--- src/rtl/serial_magnitude_comparator.sv ---
// Unsigned magnitude comparator that scans two captured operands MSB-first,
// one bit per clock, and stops at the first differing bit.
module serial_magnitude_comparator #(
  parameter int WIDTH = 8
) (
  input  logic             clock,
  input  logic             reset,
  input  logic             start,
  input  logic [WIDTH-1:0] A,
  input  logic [WIDTH-1:0] B,
  output logic             busy,
  output logic             done,
  output logic             A_greater_than_B,
  output logic             A_less_than_B,
  output logic             A_equal_B
);

  localparam int CW = $clog2(WIDTH) + 1;

  typedef enum logic [1:0] {
    S_IDLE,
    S_COMPARE,
    S_DONE
  } state_t;

  state_t           r_state;
  state_t           w_state_next;
  logic [WIDTH-1:0] r_sa;
  logic [WIDTH-1:0] r_sb;
  logic [WIDTH-1:0] w_sa_next;
  logic [WIDTH-1:0] w_sb_next;
  logic [CW-1:0]    r_cnt;
  logic [CW-1:0]    w_cnt_next;
  logic             r_gt;
  logic             r_lt;
  logic             r_eq;
  logic             w_gt_next;
  logic             w_lt_next;
  logic             w_eq_next;
  logic             w_msb_a;
  logic             w_msb_b;

  assign w_msb_a = r_sa[WIDTH-1];
  assign w_msb_b = r_sb[WIDTH-1];

  always_ff @(posedge clock) begin
    if (reset) begin
      r_state <= S_IDLE;
      r_sa    <= '0;
      r_sb    <= '0;
      r_cnt   <= '0;
      r_gt    <= 1'b0;
      r_lt    <= 1'b0;
      r_eq    <= 1'b0;
    end else begin
      r_state <= w_state_next;
      r_sa    <= w_sa_next;
      r_sb    <= w_sb_next;
      r_cnt   <= w_cnt_next;
      r_gt    <= w_gt_next;
      r_lt    <= w_lt_next;
      r_eq    <= w_eq_next;
    end
  end

  always_comb begin
    w_state_next = r_state;
    w_sa_next    = r_sa;
    w_sb_next    = r_sb;
    w_cnt_next   = r_cnt;
    w_gt_next    = r_gt;
    w_lt_next    = r_lt;
    w_eq_next    = r_eq;
    case (r_state)
      S_IDLE: begin
        if (start) begin
          w_sa_next    = A;
          w_sb_next    = B;
          w_cnt_next   = CW'(WIDTH);
          w_gt_next    = 1'b0;
          w_lt_next    = 1'b0;
          w_eq_next    = 1'b0;
          w_state_next = S_COMPARE;
        end
      end
      S_COMPARE: begin
        if (w_msb_a && !w_msb_b) begin
          w_gt_next    = 1'b1;
          w_state_next = S_DONE;
        end else if (!w_msb_a && w_msb_b) begin
          w_lt_next    = 1'b1;
          w_state_next = S_DONE;
        end else if (r_cnt == CW'(1)) begin
          // Last bit matched too: operands are identical.
          w_eq_next    = 1'b1;
          w_state_next = S_DONE;
        end else begin
          w_sa_next  = {r_sa[WIDTH-2:0], 1'b0};
          w_sb_next  = {r_sb[WIDTH-2:0], 1'b0};
          w_cnt_next = r_cnt - CW'(1);
        end
      end
      S_DONE: begin
        w_state_next = S_IDLE;
      end
      default: begin
        w_state_next = S_IDLE;
      end
    endcase
  end

  assign busy             = (r_state != S_IDLE);
  assign done             = (r_state == S_DONE);
  assign A_greater_than_B = r_gt;
  assign A_less_than_B    = r_lt;
  assign A_equal_B        = r_eq;

endmodule

--- config.mk ---
export PLATFORM = sky130hd
export DESIGN_NAME = serial_magnitude_comparator
export DESIGN_NICKNAME = d
export VERILOG_FILES = /design/src/rtl/serial_magnitude_comparator.sv
export SDC_FILE = /design/constraint.sdc
export NUM_CORES = 1
export LEC_CHECK = 0
export ABC_AREA = 1
export BUFFER_PORTS_ARGS = -buffer_cell sky130_fd_sc_hd__clkbuf_2
export CAP_MARGIN = 5
export CORE_MARGIN = 5
export CORE_UTILIZATION = 58
export CTS_CLUSTER_SIZE = 14
export DETAILED_ROUTE_END_ITERATION = 10
export PLACE_DENSITY_LB_ADDON = 0.1
export SYNTH_ARGS = -nofsm -noshare
export SYNTH_HDL_FRONTEND = slang
export SYNTH_SLANG_ARGS = --single-unit
--- constraint.sdc ---
create_clock -name clock -period 2.95 [get_ports clock]
set_clock_uncertainty 0.15 [all_clocks]
set_input_delay 0.59 -clock clock [delete_from_list [all_inputs] [get_ports clock]]
set_output_delay 0.59 -clock clock [all_outputs]
set_load 0.01 [all_outputs]
**Word-level counts from Yosys, hierarchy flattened**

Cells that the tools add are included.

- Output and inout bits: 5
- Flip-flop bits (word level): 25

- Add/subtract/negate cells: 1
- Reductions and logical operators: 12
- Equal/unequal tests: 11
- Multiplexer cells: 30

Operators with widths:

| operator | count |
|---|---|
| 8-bit two-way mux | 8 |
| 8-bit case mux with 2 select lines | 2 |
| 4-bit two-way mux | 4 |
| 2-bit != test, second input constant | 7 |
| 5-bit AND reduction | 2 |
| 2-bit two-way mux | 4 |
| 4-bit case mux with 2 select lines | 1 |
| 1-bit two-way mux | 7 |
| 1-bit case mux with 2 select lines | 3 |
| 4-bit by 1-bit equality test with 1-bit output, second input constant | 1 |
| 4-bit != test, second input constant | 1 |
| 2-bit case mux with 2 select lines | 1 |
| 4-bit AND reduction | 1 |
| 2-bit nonzero test | 2 |
| 4-bit by 1-bit subtractor with 4-bit output, second input constant | 1 |
| 3-bit AND reduction | 1 |
| 2-bit by 1-bit equality test with 1-bit output, second input constant | 1 |
| 2-bit equality test, second input constant | 1 |
| 1-bit logical AND | 2 |
| 1-bit zero test | 2 |
| 2-bit zero test | 1 |
| 2-bit AND reduction | 1 |

**Depth between registers and ports, before layout**

- Depth after elaboration: 5
- Gate-level depth with buffers: 10
- Depth with buffers taken out: 9

**Least setup slack after synthesis**

No wires, ideal clock.

- Path kind: register -> register
- Start point: register r_sb[7]
- End point: register r_sb[1]
- Setup slack: 1.436 ns
- Buffers on the path: 1
- Data arrival time: 1.294 ns
- Clock period less this slack: 1.514 ns
- Cell stages (with the launch flop): 7
- Cell sequence: dfxtp_1 > inv_1 > ha_1 > o21ai_2 > buf_2 > nand3_1 > a21oi_1

- Cells in the longest elaborated chain, start to end: 4
- Elaborated cells between the ends (all ways): 6
- Those cells by class: eq/ne: 2; reduce/logical: 4

Ends and longest elaborated chain:

| item | RTL line | text |
|---|---|---|
| start, declared | 29 | `logic [WIDTH-1:0] r_sb;` |
| start signal, assigned | 58 | `r_sb <= w_sb_next;` |
| 1-bit zero test | 87 | `if (w_msb_a && !w_msb_b) begin` |
| 1-bit logical AND | 87 |  |
| 2-bit != test (no source line) | n/a |  |
| 5-bit AND reduction (no source line) (*) | n/a |  |

Mark *: on every way between the ends. The rest lies on a longest branch, timed or not.
A chain may end at the register's enable or synchronous reset.

**Worst setup path in the final report**

- Start point: register r_sa[7]
- End point: register r_cnt[3]

- Cells in the longest elaborated chain, start to end: 4
- Elaborated cells between the ends (all ways): 6
- Those cells by class: eq/ne: 2; reduce/logical: 4

Ends and longest elaborated chain:

| item | RTL line | text |
|---|---|---|
| start, declared | 28 | `logic [WIDTH-1:0] r_sa;` |
| start signal, assigned | 57 | `r_sa <= w_sa_next;` |
| 1-bit zero test | 90 | `end else if (!w_msb_a && w_msb_b) begin` |
| 1-bit logical AND | 90 |  |
| 2-bit != test (no source line) | n/a |  |
| 5-bit AND reduction (no source line) (*) | n/a |  |
| end signal, assigned | 59 | `r_cnt <= w_cnt_next;` |
| end, declared | 32 | `logic [CW-1:0] r_cnt;` |

Marks and branches as above.

==> results.toml <==
[cts]
clock_sinks = 25
postCtsResizedCells = 0
cts_hold_buf = 0
cts_tree = "built"
clk_path_buf_depth = 2
post_cts.repair.setup_buffers = 0
cts.clk_slew.worst_paths_ps = 140
insertion_delay_ps = 330
numCtsBuffers = 3
cts_root_buf = "clkbuf_4"
htree_levels = 1

[layout]
final_common_cell = "nand2_1"
diodes = 0
instances_no_fill = 233
final_cell_mix = "nand2_1, dfxtp_1, nand3_1"
nets = 229
final_core_util = 0.644
drive_gt1_frac = 0.171
syn_to_final_growth_pct = 8.34

[sta]
fin_crit_sh = 0.672
tightestPinTransition_ps = 697
relSlewSlack = 0.535
fmax_ghz = 0.504
rsz0062_at_grt = "false"
setup_viol = 0
whs_ps = 310
period_minus_slack_ps = 1980
hold_viol_final = 0
slew_viol_final = 0
tns_ps = 0

[pwr]
total_power_mw = 0.770
power.leakage_nw = 0.672
power_density_nw_per_um2 = 551
vdd_drop_max_mv = 0.395

[placed_design]
numPortBuffers = 23
hpwlAfterDp_um = 1830
dpl.cell_count = 229
gp_congestion = 0.752

[floorplanning]
die_area_sq_um = 3270
die_h_um = 57.2
core_area_sq_um = 2170
initial_core_util = 0.595
ios = 24
die_w_um = 57.2
num_rows = 17

[logic_synthesis]
synth_fp_nets = 210
synth_seq_cells = 25
synthCells = 187
synth.distinct_cells = 19
yosys_warnings = 0
syn_area_sq_um = 1290
avgSynthCellArea_sq_um = 6.90
yosysSeqAreaShare = 0.388

[drt]
dr.pass1.iters = 4
drt_iter0_markers = 27
num_vias = 1214
drt-total-wl_um = 2640
postRouteAntennaNets = 0
drc = 0
wl_per_cell_um = 11.3
via_per_inst = 5.21

[global_routing]
grt-ovfl-total = 0
grt_pass1_wl_um = 4700
grt_usage = 0.179
grt_max_degree = 22
antenna_found_initial = 0
first_global_vias = 1105

[run_status]
status = "finished clean"

[setup_path]
crit_top_cell = "nor2_1"
path_class = "reg -> reg"
cp_top_family = "compound AO/OA/AOI/OAI gates"
crit_path_top_delay_cell = "o21ai_2"
critPathMaxFanout = 21
path_cells = "inv_1 > ha_1 > o21ai_2 > nand2_4 > nor2_1 > nor2_1"
required_ps = 3030
crit_buf_inv = 1
cp.arrival_ps = 2060
slowest_delay_ps = 560
endpoint_kind = "register"
critPathLaunchType = "register"

[run]
max_cap_violations = 0

[hold_path]
min_path_type = "reg -> reg"
-- sequential cells by signal (all words and copies together), names as in the netlist --
| register | cells |
|---|---|
| r_sb | 8 |
| A_greater_than_B | 1 |
| r_state | 2 |
| A_equal_B | 1 |
| r_sa | 8 |
| A_less_than_B | 1 |
| r_cnt | 4 |
-- per-stage QoR --
stage | setup WS [ps] | area (sq um)
4_1_cts | 966 | 1400
6_report | 966 | 1400
3_5_place_dp | 1010 | 1370
5_1_grt | 789 | 1400
3_3_place_gp | 1050 | 1370
2_1_floorplan | 1440 | 1290
-- metal layers --
layer	track usage	share of wire	up-vias
met5	0	0	-
met3	0.0226	0.052	6
met2	0.287	0.49	39
li1	-	-	631
met4	0.113	0.015	0
met1	0.227	0.44	538
-- area by class of cell --
type	count	area, sq um
clock buffers	3	22.5
clock inverters	1	5.00
fillers	217	772
inverters	15	56.3
multi-input cells	138	663
flip-flops and latches	25	500
well taps	28	35.0
repair buffers	23	115
-- logic make-up (layout without fill, tap and decap cells) --
family / Yosys count / after routing / share of synthesized area
and+or+nand+nor: 110 / 110 / 0.379
DFF: 25 / 25 / 0.388
AOI/OAI and AO/OA: 24 / 24 / 0.0960
buffers and inverters: 24 / 42 / 0.0980
adders and majority gates: 4 / 4 / 0.0388
-- worst paths after layout --
kind                    end  cells after the start  slack (ps)  startpoint
setup / recovery   r_cnt[3]                      6         970     r_sa[7]
hold / removal    A_equal_B                      2         310   A_equal_B
setup reg to reg   r_cnt[3]                      6         970     r_sa[7]
hold reg to reg   A_equal_B                      2         310   A_equal_B
-- cells in the mapped netlist, drive strengths merged --
cell	count	area, sq um
nand4	1	6.26
nand3	25	125
nand2	77	330
nor3	1	5.00
inv	15	56.3
nor2	6	22.5
clkbuf	2	7.51
o21ai	3	18.8
ha	4	50.1
dfxtp	25	500
buf	7	62.6
a21oi	21	105
-- report_power, final --
part,switching (mW),leakage [nW],internal [mW]
logic,0.142,0.449,0.0761
clock network,0.107,0.0177,0.0509
registers,0.0210,0.205,0.373
-- worst min-delay path, delay by kind of cell, from the launching register on --
kind,cells,cell delay [ps]
AO/OA/AOI/OAI,1,50
buffers and inverters,1,50
flip-flops,1,340
Note: power is estimated with default switching activity, not from simulation.
